## src/rtl/mem_agent_types_pkg.sv

```systemverilog
// rtl/mem_agent_types_pkg.sv - shared types and constants for the DDR memory agent
// Holds the bus widths, the read window and the read-master state type.
package mem_agent_types;

   localparam int AXI_MASTER_DATA_WIDTH  = 64;
   localparam int AXI_MASTER_ADDR_WIDTH  = 32;
   localparam int AXI_RD_OUTSTANDING_MAX = 16;
   localparam int AXI_BURST_BEATS        = 16;
   localparam int DEBG_COUNTER_BITS      = 32;

   // Read window: [AXI_RD_ADDR_BASE, AXI_RD_ADDR_HIGH)
   localparam logic [31:0] AXI_RD_ADDR_BASE = 32'h4000_0000;
   localparam logic [31:0] AXI_RD_ADDR_HIGH = 32'h5000_0000;

   typedef enum logic [1:0] {
      IDLE  = 2'd0,
      ISSUE = 2'd1,
      DRAIN = 2'd2,
      DONE  = 2'd3
   } rd_state_t;

   // Write side of the downstream FIFO: wrreq/data driven by the agent, full returned.
   typedef struct packed {
      logic                             wrreq;
      logic                             full;
      logic [AXI_MASTER_DATA_WIDTH-1:0] data;
   } fifo_wr_if_t;

endpackage

```

## src/rtl/mem_rd_addr_gen.sv

```systemverilog
// rtl/mem_rd_addr_gen.sv - burst address stepping with window wrap and burst countdown
// Ports: clk/rst; load + load_addr/load_bursts start a command; step advances one burst;
//        addr is the current burst address, bursts_left the remaining count, last_burst
//        flags that the current burst is the final one.
module mem_rd_addr_gen
   import mem_agent_types::*;
#(
   parameter int ADDR_WIDTH  = AXI_MASTER_ADDR_WIDTH,
   parameter int BURST_BEATS = AXI_BURST_BEATS,
   parameter int CNT_W       = 29
) (
   input  logic                  clk,
   input  logic                  rst,
   input  logic                  load,
   input  logic [ADDR_WIDTH-1:0] load_addr,
   input  logic [CNT_W-1:0]      load_bursts,
   input  logic                  step,
   output logic [ADDR_WIDTH-1:0] addr,
   output logic [CNT_W-1:0]      bursts_left,
   output logic                  last_burst
);

   localparam logic [ADDR_WIDTH:0] STEP_BYTES = (ADDR_WIDTH+1)'(BURST_BEATS * 8);

   // One extra bit so a step past the top of the address space still compares as >= HIGH.
   logic [ADDR_WIDTH:0] addr_inc;

   assign addr_inc   = {1'b0, addr} + STEP_BYTES;
   assign last_burst = (bursts_left == CNT_W'(1));

   always_ff @(posedge clk) begin
      if (rst) begin
         addr        <= ADDR_WIDTH'(AXI_RD_ADDR_BASE);
         bursts_left <= '0;
      end else if (load) begin
         addr        <= load_addr;
         bursts_left <= load_bursts;
      end else if (step) begin
         if (addr_inc >= (ADDR_WIDTH+1)'(AXI_RD_ADDR_HIGH))
            addr <= ADDR_WIDTH'(AXI_RD_ADDR_BASE);
         else
            addr <= addr_inc[ADDR_WIDTH-1:0];
         bursts_left <= bursts_left - CNT_W'(1);
      end
   end

endmodule

```

## src/rtl/mem_rd_agent.sv

```systemverilog
// rtl/mem_rd_agent.sv - AXI4 read master streaming fixed INCR bursts into a write FIFO
// Ports: cmd_* command handshake (addr, beats); busy/done status; m_axi_ar*/m_axi_r* AXI4
//        read channels; fifo_wrreq/fifo_full/fifo_data downstream FIFO write side;
//        dbg_* free-running debug counters cleared only by rst.
module mem_rd_agent
   import mem_agent_types::*;
#(
   parameter int DATA_WIDTH      = AXI_MASTER_DATA_WIDTH,
   parameter int ADDR_WIDTH      = AXI_MASTER_ADDR_WIDTH,
   parameter int OUTSTANDING_MAX = AXI_RD_OUTSTANDING_MAX,
   parameter int BURST_BEATS     = AXI_BURST_BEATS
) (
   input  logic                         clk,
   input  logic                         rst,
   input  logic                         cmd_valid,
   output logic                         cmd_ready,
   input  logic [ADDR_WIDTH-1:0]        cmd_addr,
   input  logic [31:0]                  cmd_beats,
   output logic                         busy,
   output logic                         done,
   output logic [ADDR_WIDTH-1:0]        m_axi_araddr,
   output logic [7:0]                   m_axi_arlen,
   output logic [2:0]                   m_axi_arsize,
   output logic [1:0]                   m_axi_arburst,
   output logic                         m_axi_arvalid,
   input  logic                         m_axi_arready,
   input  logic [DATA_WIDTH-1:0]        m_axi_rdata,
   input  logic [1:0]                   m_axi_rresp,
   input  logic                         m_axi_rlast,
   input  logic                         m_axi_rvalid,
   output logic                         m_axi_rready,
   output logic                         fifo_wrreq,
   input  logic                         fifo_full,
   output logic [DATA_WIDTH-1:0]        fifo_data,
   output logic [DEBG_COUNTER_BITS-1:0] dbg_bursts,
   output logic [DEBG_COUNTER_BITS-1:0] dbg_beats,
   output logic [DEBG_COUNTER_BITS-1:0] dbg_stall,
   output logic [DEBG_COUNTER_BITS-1:0] dbg_err
);

   localparam int         BURST_BYTES = BURST_BEATS * 8;
   localparam int         BEAT_SHIFT  = $clog2(BURST_BEATS);
   localparam int         CNT_W       = 33 - BEAT_SHIFT;
   localparam logic [4:0] OUT_MAX     = 5'(OUTSTANDING_MAX);

   rd_state_t             state;
   logic                  arvalid_q;
   logic [4:0]            outstanding;
   logic [4:0]            outstanding_next;
   logic [CNT_W-1:0]      bursts_left;
   logic                  last_burst;
   logic                  cmd_hs;
   logic                  cmd_in_range;
   logic                  cmd_load;
   logic [ADDR_WIDTH-1:0] cmd_base;
   logic [32:0]           beats_round;
   logic [CNT_W-1:0]      cmd_bursts;
   logic                  ar_hs;
   logic                  r_hs;
   logic                  rlast_hs;
   logic                  orphan_rlast;
   logic                  resp_err;
   logic                  range_err;

   assign cmd_ready = (state == IDLE);
   assign busy      = (state != IDLE);
   assign done      = (state == DONE);

   // Command decode: align to a burst boundary and round the beat count up to whole bursts.
   assign cmd_hs       = cmd_valid & cmd_ready;
   assign cmd_base     = cmd_addr & ~ADDR_WIDTH'(BURST_BYTES - 1);
   assign cmd_in_range = (cmd_base >= ADDR_WIDTH'(AXI_RD_ADDR_BASE)) &&
                         (cmd_base <  ADDR_WIDTH'(AXI_RD_ADDR_HIGH));
   assign beats_round  = {1'b0, cmd_beats} + 33'(BURST_BEATS - 1);
   assign cmd_bursts   = beats_round[32:BEAT_SHIFT];
   assign cmd_load     = cmd_hs & cmd_in_range & (cmd_beats != '0);
   assign range_err    = cmd_hs & ~cmd_in_range;

   // arvalid is registered but drops combinationally with rst so a reset mid-burst never
   // leaves a request visible for the reset cycle.
   assign m_axi_arvalid = arvalid_q & ~rst;
   assign m_axi_arlen   = 8'(BURST_BEATS - 1);
   assign m_axi_arsize  = 3'b011;
   assign m_axi_arburst = 2'b01;

   // R path is pure wiring into the FIFO; error beats are still written.
   assign m_axi_rready = ~fifo_full;
   assign fifo_wrreq   = m_axi_rvalid & ~fifo_full;
   assign fifo_data    = m_axi_rdata;

   assign ar_hs        = m_axi_arvalid & m_axi_arready;
   assign r_hs         = m_axi_rvalid & m_axi_rready;
   assign rlast_hs     = r_hs & m_axi_rlast;
   assign resp_err     = r_hs & (m_axi_rresp != 2'b00);
   assign orphan_rlast = rlast_hs & ~ar_hs & (outstanding == '0);

   always_comb begin
      outstanding_next = outstanding;
      if (ar_hs && !rlast_hs)
         outstanding_next = outstanding + 5'd1;
      else if (rlast_hs && !ar_hs && outstanding != '0)
         outstanding_next = outstanding - 5'd1;
   end

   mem_rd_addr_gen #(
      .ADDR_WIDTH  (ADDR_WIDTH),
      .BURST_BEATS (BURST_BEATS),
      .CNT_W       (CNT_W)
   ) u_addr_gen (
      .clk         (clk),
      .rst         (rst),
      .load        (cmd_load),
      .load_addr   (cmd_base),
      .load_bursts (cmd_bursts),
      .step        (ar_hs),
      .addr        (m_axi_araddr),
      .bursts_left (bursts_left),
      .last_burst  (last_burst)
   );

   always_ff @(posedge clk) begin
      if (rst) begin
         state       <= IDLE;
         arvalid_q   <= 1'b0;
         outstanding <= '0;
      end else begin
         outstanding <= outstanding_next;
         case (state)
            IDLE: begin
               if (cmd_load) begin
                  state     <= ISSUE;
                  arvalid_q <= (outstanding_next < OUT_MAX);
               end else if (cmd_hs) begin
                  state <= DONE;
               end
            end
            ISSUE: begin
               // A pending request only ever sees outstanding fall, so re-evaluating the
               // limit here never withdraws an arvalid that has not yet been accepted.
               if (ar_hs && last_burst) begin
                  state     <= DRAIN;
                  arvalid_q <= 1'b0;
               end else begin
                  arvalid_q <= (outstanding_next < OUT_MAX);
               end
            end
            DRAIN: begin
               if (outstanding == '0)
                  state <= DONE;
            end
            default: state <= IDLE;
         endcase
      end
   end

   always_ff @(posedge clk) begin
      if (rst) begin
         dbg_bursts <= '0;
         dbg_beats  <= '0;
         dbg_stall  <= '0;
         dbg_err    <= '0;
      end else begin
         dbg_bursts <= dbg_bursts + DEBG_COUNTER_BITS'(ar_hs);
         dbg_beats  <= dbg_beats + DEBG_COUNTER_BITS'(r_hs);
         dbg_stall  <= dbg_stall + DEBG_COUNTER_BITS'(m_axi_rvalid & fifo_full);
         dbg_err    <= dbg_err + DEBG_COUNTER_BITS'(range_err)
                               + DEBG_COUNTER_BITS'(resp_err)
                               + DEBG_COUNTER_BITS'(orphan_rlast);
      end
   end

endmodule

```

## config.mk

```make
export PLATFORM = sky130hd
export DESIGN_NAME = mem_rd_agent
export DESIGN_NICKNAME = d
export VERILOG_FILES = /design/src/rtl/mem_agent_types_pkg.sv /design/src/rtl/mem_rd_addr_gen.sv /design/src/rtl/mem_rd_agent.sv
export SDC_FILE = /design/constraint.sdc
export NUM_CORES = 1
export LEC_CHECK = 0
export CORE_MARGIN = 5
export CORE_UTILIZATION = 30
export CTS_CLUSTER_DIAMETER = 50
export DETAILED_ROUTE_END_ITERATION = 10
export PLACE_DENSITY = 0.63
export SYNTH_ARGS = -nofsm -noshare
export SYNTH_HDL_FRONTEND = slang
export SYNTH_SLANG_ARGS = --single-unit
```

## constraint.sdc

```tcl
create_clock -name clk -period 4.2 [get_ports clk]
set_clock_uncertainty 0.05 [all_clocks]
set_input_delay 0.84 -clock clk [delete_from_list [all_inputs] [get_ports clk]]
set_output_delay 0.84 -clock clk [all_outputs]
set_load 0.02 [all_outputs]
```

======== Word-level counts from Yosys, hierarchy flattened ========
Cells that the tools add are included.
storage, ports and cells
  bits in registers ....................... 197
  bits of input ports ..................... 137
  output and inout port bits .............. 243
  logic and storage cells ................. 82
cells by class
  add/sub/neg operators ................... 11
  magnitude comparators ................... 4
  equality and inequality tests ........... 8
  muxes and demuxes ....................... 15
  bitwise logic cells ..................... 16
  reductions and logical operators ........ 18
operators by type and width
  operator               count
  $add 32x1->32          6
  $mux 32                3
  $mux 29                2
  $add 32x4->33 const B  1
  $add 32x8->33 const B  1
  $ge 33x31->1 const B   1
  $ge 32x31->1 const B   1
  $lt 32x31->1 const B   1
  $reduce_bool 32->1     1
  $eq 29x1->1 const B    1
  $sub 29x1->29 const B  1
  $and 1x1->1            12
  $mux 5                 2
  $mux 2                 4
  $reduce_bool 2->1      4
  $pmux 2 s3             1
  $add 5x1->5 const B    1
  $logic_and 1x1->1      5
  $logic_not 5->1        1
  $lt 5x5->1 const B     1
  $reduce_bool 5->1      1
  $sub 5x1->5 const B    1
  $eq 2x2->1 const B     2
  $ne 2x2->1 const B     2
  11 further kinds       16

======== Logic depth before layout (Yosys ltp) ========
Gate-level depths: netlist (run 1).
  word-level depth ........................ 11
  depth in mapped cells ................... 16
  depth with buffers taken out ............ 15

======== By module ========
Synthesis (run 1) repeated with hierarchy kept, for this count alone.
second synthesis, totals
  cell total of the unflattened synthesis .. 1319
  area, all modules ....................... 10801.6 sq um
by module, submodules not included
  module           times used  cells each  area an instance (sq um)  seq. area each (sq um)
  mem_rd_agent     1           876         7332.0                    2722.6
  mem_rd_addr_gen  1           443         3469.6                    1221.2

======== Least setup slack after synthesis (run 1) ========
OpenSTA, ideal clock, no wires.
  path type ............................... input-to-reg
  start point ............................. input port rst
  end point ............................... register dbg_err[26]
  setup time .............................. 0.070 ns
  data arrival time ....................... 4.359 ns
  data required time ...................... 4.080 ns
  setup slack ............................. -0.279 ns
  cell stages on the path ................. 15
  path buffers ............................ 2
  path through ............................ clkbuf_1 -> nor2b_2 -> nand2_2 -> clkbuf_1 -> nand4_1 -> fa_1 -> inv_1 -> ha_1 -> inv_1 -> fa_1 -> nor4_1 -> and3_1 -> nand3_1 -> or3_1 -> a21oi_1
between the ends
  longest elaborated chain between the ends .. 7
RTL lines
  item                       RTL line             source
  from (decl)                mem_rd_agent.sv:14   input logic rst,
  $not 1->1                  mem_rd_agent.sv:81   assign m_axi_arvalid = arvalid_q & ~rst;
  $and 1x1->1                mem_rd_agent.sv:81
  via m_axi_arvalid          mem_rd_agent.sv:25   output logic m_axi_arvalid,
  $and 1x1->1                mem_rd_agent.sv:91   assign ar_hs = m_axi_arvalid & m_axi_arready;
  $not 1->1                  mem_rd_agent.sv:95   assign orphan_rlast = rlast_hs & ~ar_hs & (outstanding == '0);
  $and 1x1->1 (2 in series)  mem_rd_agent.sv:95
  $add 32x1->32              mem_rd_agent.sv:168  + DEBG_COUNTER_BITS'(orphan_rlast);
  to (signal assigned)       mem_rd_agent.sv:166  dbg_err <= dbg_err + DEBG_COUNTER_BITS'(range_err)
  to (decl)                  mem_rd_agent.sv:38   output logic [DEBG_COUNTER_BITS-1:0] dbg_err
The timed path passes the listed nets, and every way through them passes these cells.
A chain may end at the register's enable or synchronous reset.

======== Final worst setup path (run 1) ========
  start point ............................. input port cmd_addr[28]
  end point ............................... register dbg_err[30]
between the ends
  longest elaborated chain between the ends .. 7
  elaborated cells between the ends (all ways) .. 8
  classes of those cells .................. add/sub: 3; order compare: 2; bitwise: 2; reduce/logical: 1
RTL lines
  item                                          RTL line                                source
  from (decl)                                   mem_rd_agent.sv:17                      input logic [ADDR_WIDTH-1:0] cmd_addr,
  $ge 32x31->1 or $lt 32x31->1 (tied branches)  mem_rd_agent.sv:72, mem_rd_agent.sv:73
  $logic_and 1x1->1 (*)                         mem_rd_agent.sv:72                      assign cmd_in_range = (cmd_base >= ADDR_WIDTH'(AXI_RD_ADDR_BASE)) &&
  $not 1->1 (*)                                 mem_rd_agent.sv:77                      assign range_err = cmd_hs & ~cmd_in_range;
  $and 1x1->1 (*)                               mem_rd_agent.sv:77
  $add 32x1->32 (*)                             mem_rd_agent.sv:166
  $add 32x1->32 (*)                             mem_rd_agent.sv:167                     + DEBG_COUNTER_BITS'(resp_err)
  $add 32x1->32 (*)                             mem_rd_agent.sv:168
Mark *: on every way between the ends. The rest lies on a longest branch, timed or not.

==> results of run 1 <==
[how the worst max path moves through the flow]
stage                      start          end  cells past startpoint
global route        cmd_addr[28]  dbg_err[30]                     15
CTS                 cmd_addr[28]  dbg_err[30]                     15
detailed placement  cmd_addr[28]  dbg_err[28]                     15
finish              cmd_addr[28]  dbg_err[30]                     15
global placement    cmd_addr[28]  dbg_err[28]                     15
floorplan                    rst  dbg_err[26]                     15
[metal layers]
metal | track usage | vias up
met5 | 0 | -
met4 | 0.0484 | 2
met3 | 0.0381 | 43
met2 | 0.237 | 244
met1 | 0.180 | 4275
li1 | - | 4582
[state kept, by name, summed over array words and instances, names as in the netlist]
| signal | cells |
|---|---|
| arvalid_q | 1 |
| dbg_bursts | 32 |
| u_addr_gen.addr | 32 |
| state | 2 |
| dbg_beats | 32 |
| dbg_stall | 32 |
| u_addr_gen.bursts_left | 29 |
| dbg_err | 32 |
| outstanding | 5 |
[stage by stage]
stage | setup WS [ps] | instance area (um^2) | util
4_1_cts | 177 | 13500 | 0.392
6_report | 279 | 13500 | 0.392
2_1_floorplan | 2.71 | 10500 | -
5_1_grt | 28.2 | 13500 | 0.392
3_5_place_dp | -331 | 12900 | 0.374
3_3_place_gp | -325 | 12900 | 0.374
[logic make-up (layout without fill, tap and decap cells)]
family	Yosys count	count (layout)	share of synthesized area
compound gates	135	135	0.0862
other cells	2	14	0.000721
flops	197	197	0.379
fa+ha+maj	21	21	0.0267
simple gates	579	579	0.283
xor+xnor	168	168	0.141
buf+inv	144	317	0.0809
mux	2	2	0.00216
[worst max-delay path: cells and delay by family]
family	cells	cell delay, ps
XOR/XNOR	1	130
adder cells (fa/ha/maj)	3	1020
buffers and inverters	4	700
AND/OR/NAND/NOR	7	1500
[timing repair]
action / CTS / global route
buffers inserted: 0 / 0
gates resized for setup: 0 / 1
endpoints found under the setup margin: 0 / 3
[synthesized netlist by cell type (all sizes together) (10+ instances only)]
| master | number | area (um^2) |
|---|---|---|
| a211oi | 27 | 218 |
| a21oi | 29 | 145 |
| and2 | 20 | 125 |
| and3 | 39 | 244 |
| and4 | 16 | 140 |
| buf | 84 | 617 |
| clkbuf | 36 | 135 |
| dfxtp | 197 | 3940 |
| ha | 19 | 238 |
| inv | 24 | 90.1 |
| nand2 | 90 | 340 |
| nand3 | 67 | 335 |
| nand4 | 40 | 250 |
| nor2 | 190 | 713 |
| nor2b | 11 | 71.3 |
| nor3 | 28 | 145 |
| nor4 | 22 | 165 |
| o21ai | 29 | 145 |
| o22ai | 10 | 62.6 |
| or3 | 26 | 168 |
| xnor2 | 67 | 587 |
| xor2 | 101 | 885 |
[final cells by class]
class                   count  area (um^2)
multi-input cells         918         5700
clock inverters            14          186
repair buffers            261         2550
fillers                  3467        20900
inverters                  24         90.1
diodes                      1         2.50
flip-flops and latches    197         3940
clock buffers              18          439
well taps                 455          569
[power by group through the flow]
stage	logic [W]	clock network, W	registers, W
after floorplan	0.000573	0	0.00207
after global placement	0.000782	0	0.00205
after detailed placement	0.000789	0	0.00206
after CTS	0.000795	0.00180	0.00201
after global routing	0.000870	0.00187	0.00202
final	0.000791	0.00174	0.00201
==> summary.md, run 1 <==
| Metric | Value |
|---|---|
| TritonCTS Buffers | 17 |
| Chip height | 196 um |
| Grt total ovfl | 0 |
| Max Used Layer | met5 |
| Hold_sp | u_addr_gen.addr[0] |
| Final setup violation count | 0 |
| PortBufs | ~230 |
| Placed Instances | roughly 1900 |
| Hold_ws | a little over 400 ps |
| Crit path launch type | input pin |
| Mapped Cells | 1248 |
| Commonest non-fill, non-tap cell in the layout | clkdlybuf4s50_1 |
| Slew Viols, Final | 0 |
| Cell Area, Synth | between 10000 and 15000 um^2 |
| Worst Path Required | 4450 ps |
| Post-cts hold buffer count | 0 |
| R2R cell count | 16 |
| Avg WL per Cell | between 10 and 15 um |
| ANT nets after route | 0 |
| Switching power | 0.00132 W |
| Number of global-route vias before repair | 8766 |
| Final period util | 0.934 |
| Outcome | finished clean |
| Clock Latency Late Sink | around 450 ps |
| Clock-pin slew on the worst setup and hold paths | 80 ps |
| CTS tree | built |
| Sequential power share | 0.443 |
| DRT iter0 DRCs | between 400 and 500 |
| PD cells | between 300 and 400 nW/um^2 |
| Drt via density | between 4 and 5 |
| Reg-to-reg slack, setup | around 750 ps |
| Setup TNS | 0 ps |
| First-pass iteration count of the detailed router | 5 |
| MaxCap Viol Count | 0 |
| Hold depth | 1 |
| WL final | 28.3 mm |
| Clk buf depth | 2 |
| Pwr Total | around 0.0045 W |
| Core ar. | 34400 um^2 |
| GPL Wtd Cong | 0.837 |
| Yosys reg bits | slightly below 200 |
| Critical path class | input pin to flip-flop |
| Initial Util | 0.303 |
| HP Class | flip-flop to flip-flop |
| Critical path fanouts, max | 5 |
| Final Hold Viols | 0 |
| Worst Hold Path EP | u_addr_gen.addr[0] |
| Seq/Total Area, Yosys | 0.379 |
| Row cnt | between 60 and 70 |
| End of the worst register-to-register path | dbg_err[30] |
| Async set-or-reset flop fraction in the synthesized netlist | 0 |
| Largest net degree at the start of global routing | 98 |
| Peak supply drop | between 0.2 and 0.3 mV |
| Initial antenna violation count | 2 |
| Crit path DAT | 4170 ps |
| Die ar. | about 39000 um^2 |
| First-pass GRT wire length | 45.4 mm |
| Pint | ~0.0032 W |
| Finished Layout Cells | 1888 |
| Switching share of power | 0.291 |
| RSZ-0062 raised after global routing | no |
| Top Ports | 380 |
| Net count, final | between 1500 and 2000 |
| Proportion of layout cells with a drive suffix above 1 | 0.0635 |
| Clock sink count | ~200 |
| Fmax | roughly 0.26 GHz |
| Yosys warning total | 0 |
| Most frequent cells in the layout | clkdlybuf4s50_1 (230), dfxtp_1 (197), nor2_1 (190) |
| Die Width | slightly below 200 um |
| R2R Path Start | outstanding[0] |
| Slew Limit Headroom | 0.323 |
| Post-synth EDFFs | 0 |
| CP Capture Type | flip-flop |
| Main synth FF type | dfxtp_1 |
| Detailed placement HPWL | between 20 and 25 mm |
| Worst path cell trace | clkdlybuf4s50_1 > or4b_2 > nand3_1 > fa_1 > inv_1 > ha_1 > inv_1 > fa_1 > nor4_4 > buf_4 > and3_1 > nand3_1 > nor2b_1 > xnor2_1 > nor2_1 |
| Worst Tran Pin Value | 1020 ps |
| # DRC | 0 |
| P_leak | 4.75 nW |
| Largest stage delay on the critical path | a little under 700 ps |
| Unique cell type count in the Yosys netlist | 68 |
| DR WL met2 | 13.3 mm |
| Metal-1 WL | 12.8 mm |
| DR vias | 9146 |
| Synth Area per Inst | between 8 and 9 um^2 |
| CTS Root Cell | clkbuf_16 |
| GRT Overall Usage | 0.143 |
| Met3 routed WL | between 1.5 and 2 mm |
| Layout area overhead | 29.5% |
| CP max-delay cell | or4b_2 |
| Crit path time final | 3920 ps |
| Clock power frac | 0.382 |
| H-tree levels | 4 |
| Comb pwr share | 0.174 |
Note: power is estimated with default switching activity, not from simulation.
==> run 2, diff against run 1 <==
GPL_ROUTABILITY_DRIVEN = 0   (was unset)
==> results of run 2 <==
No change in the layout: final DEF, timing and power equal those of run 1.
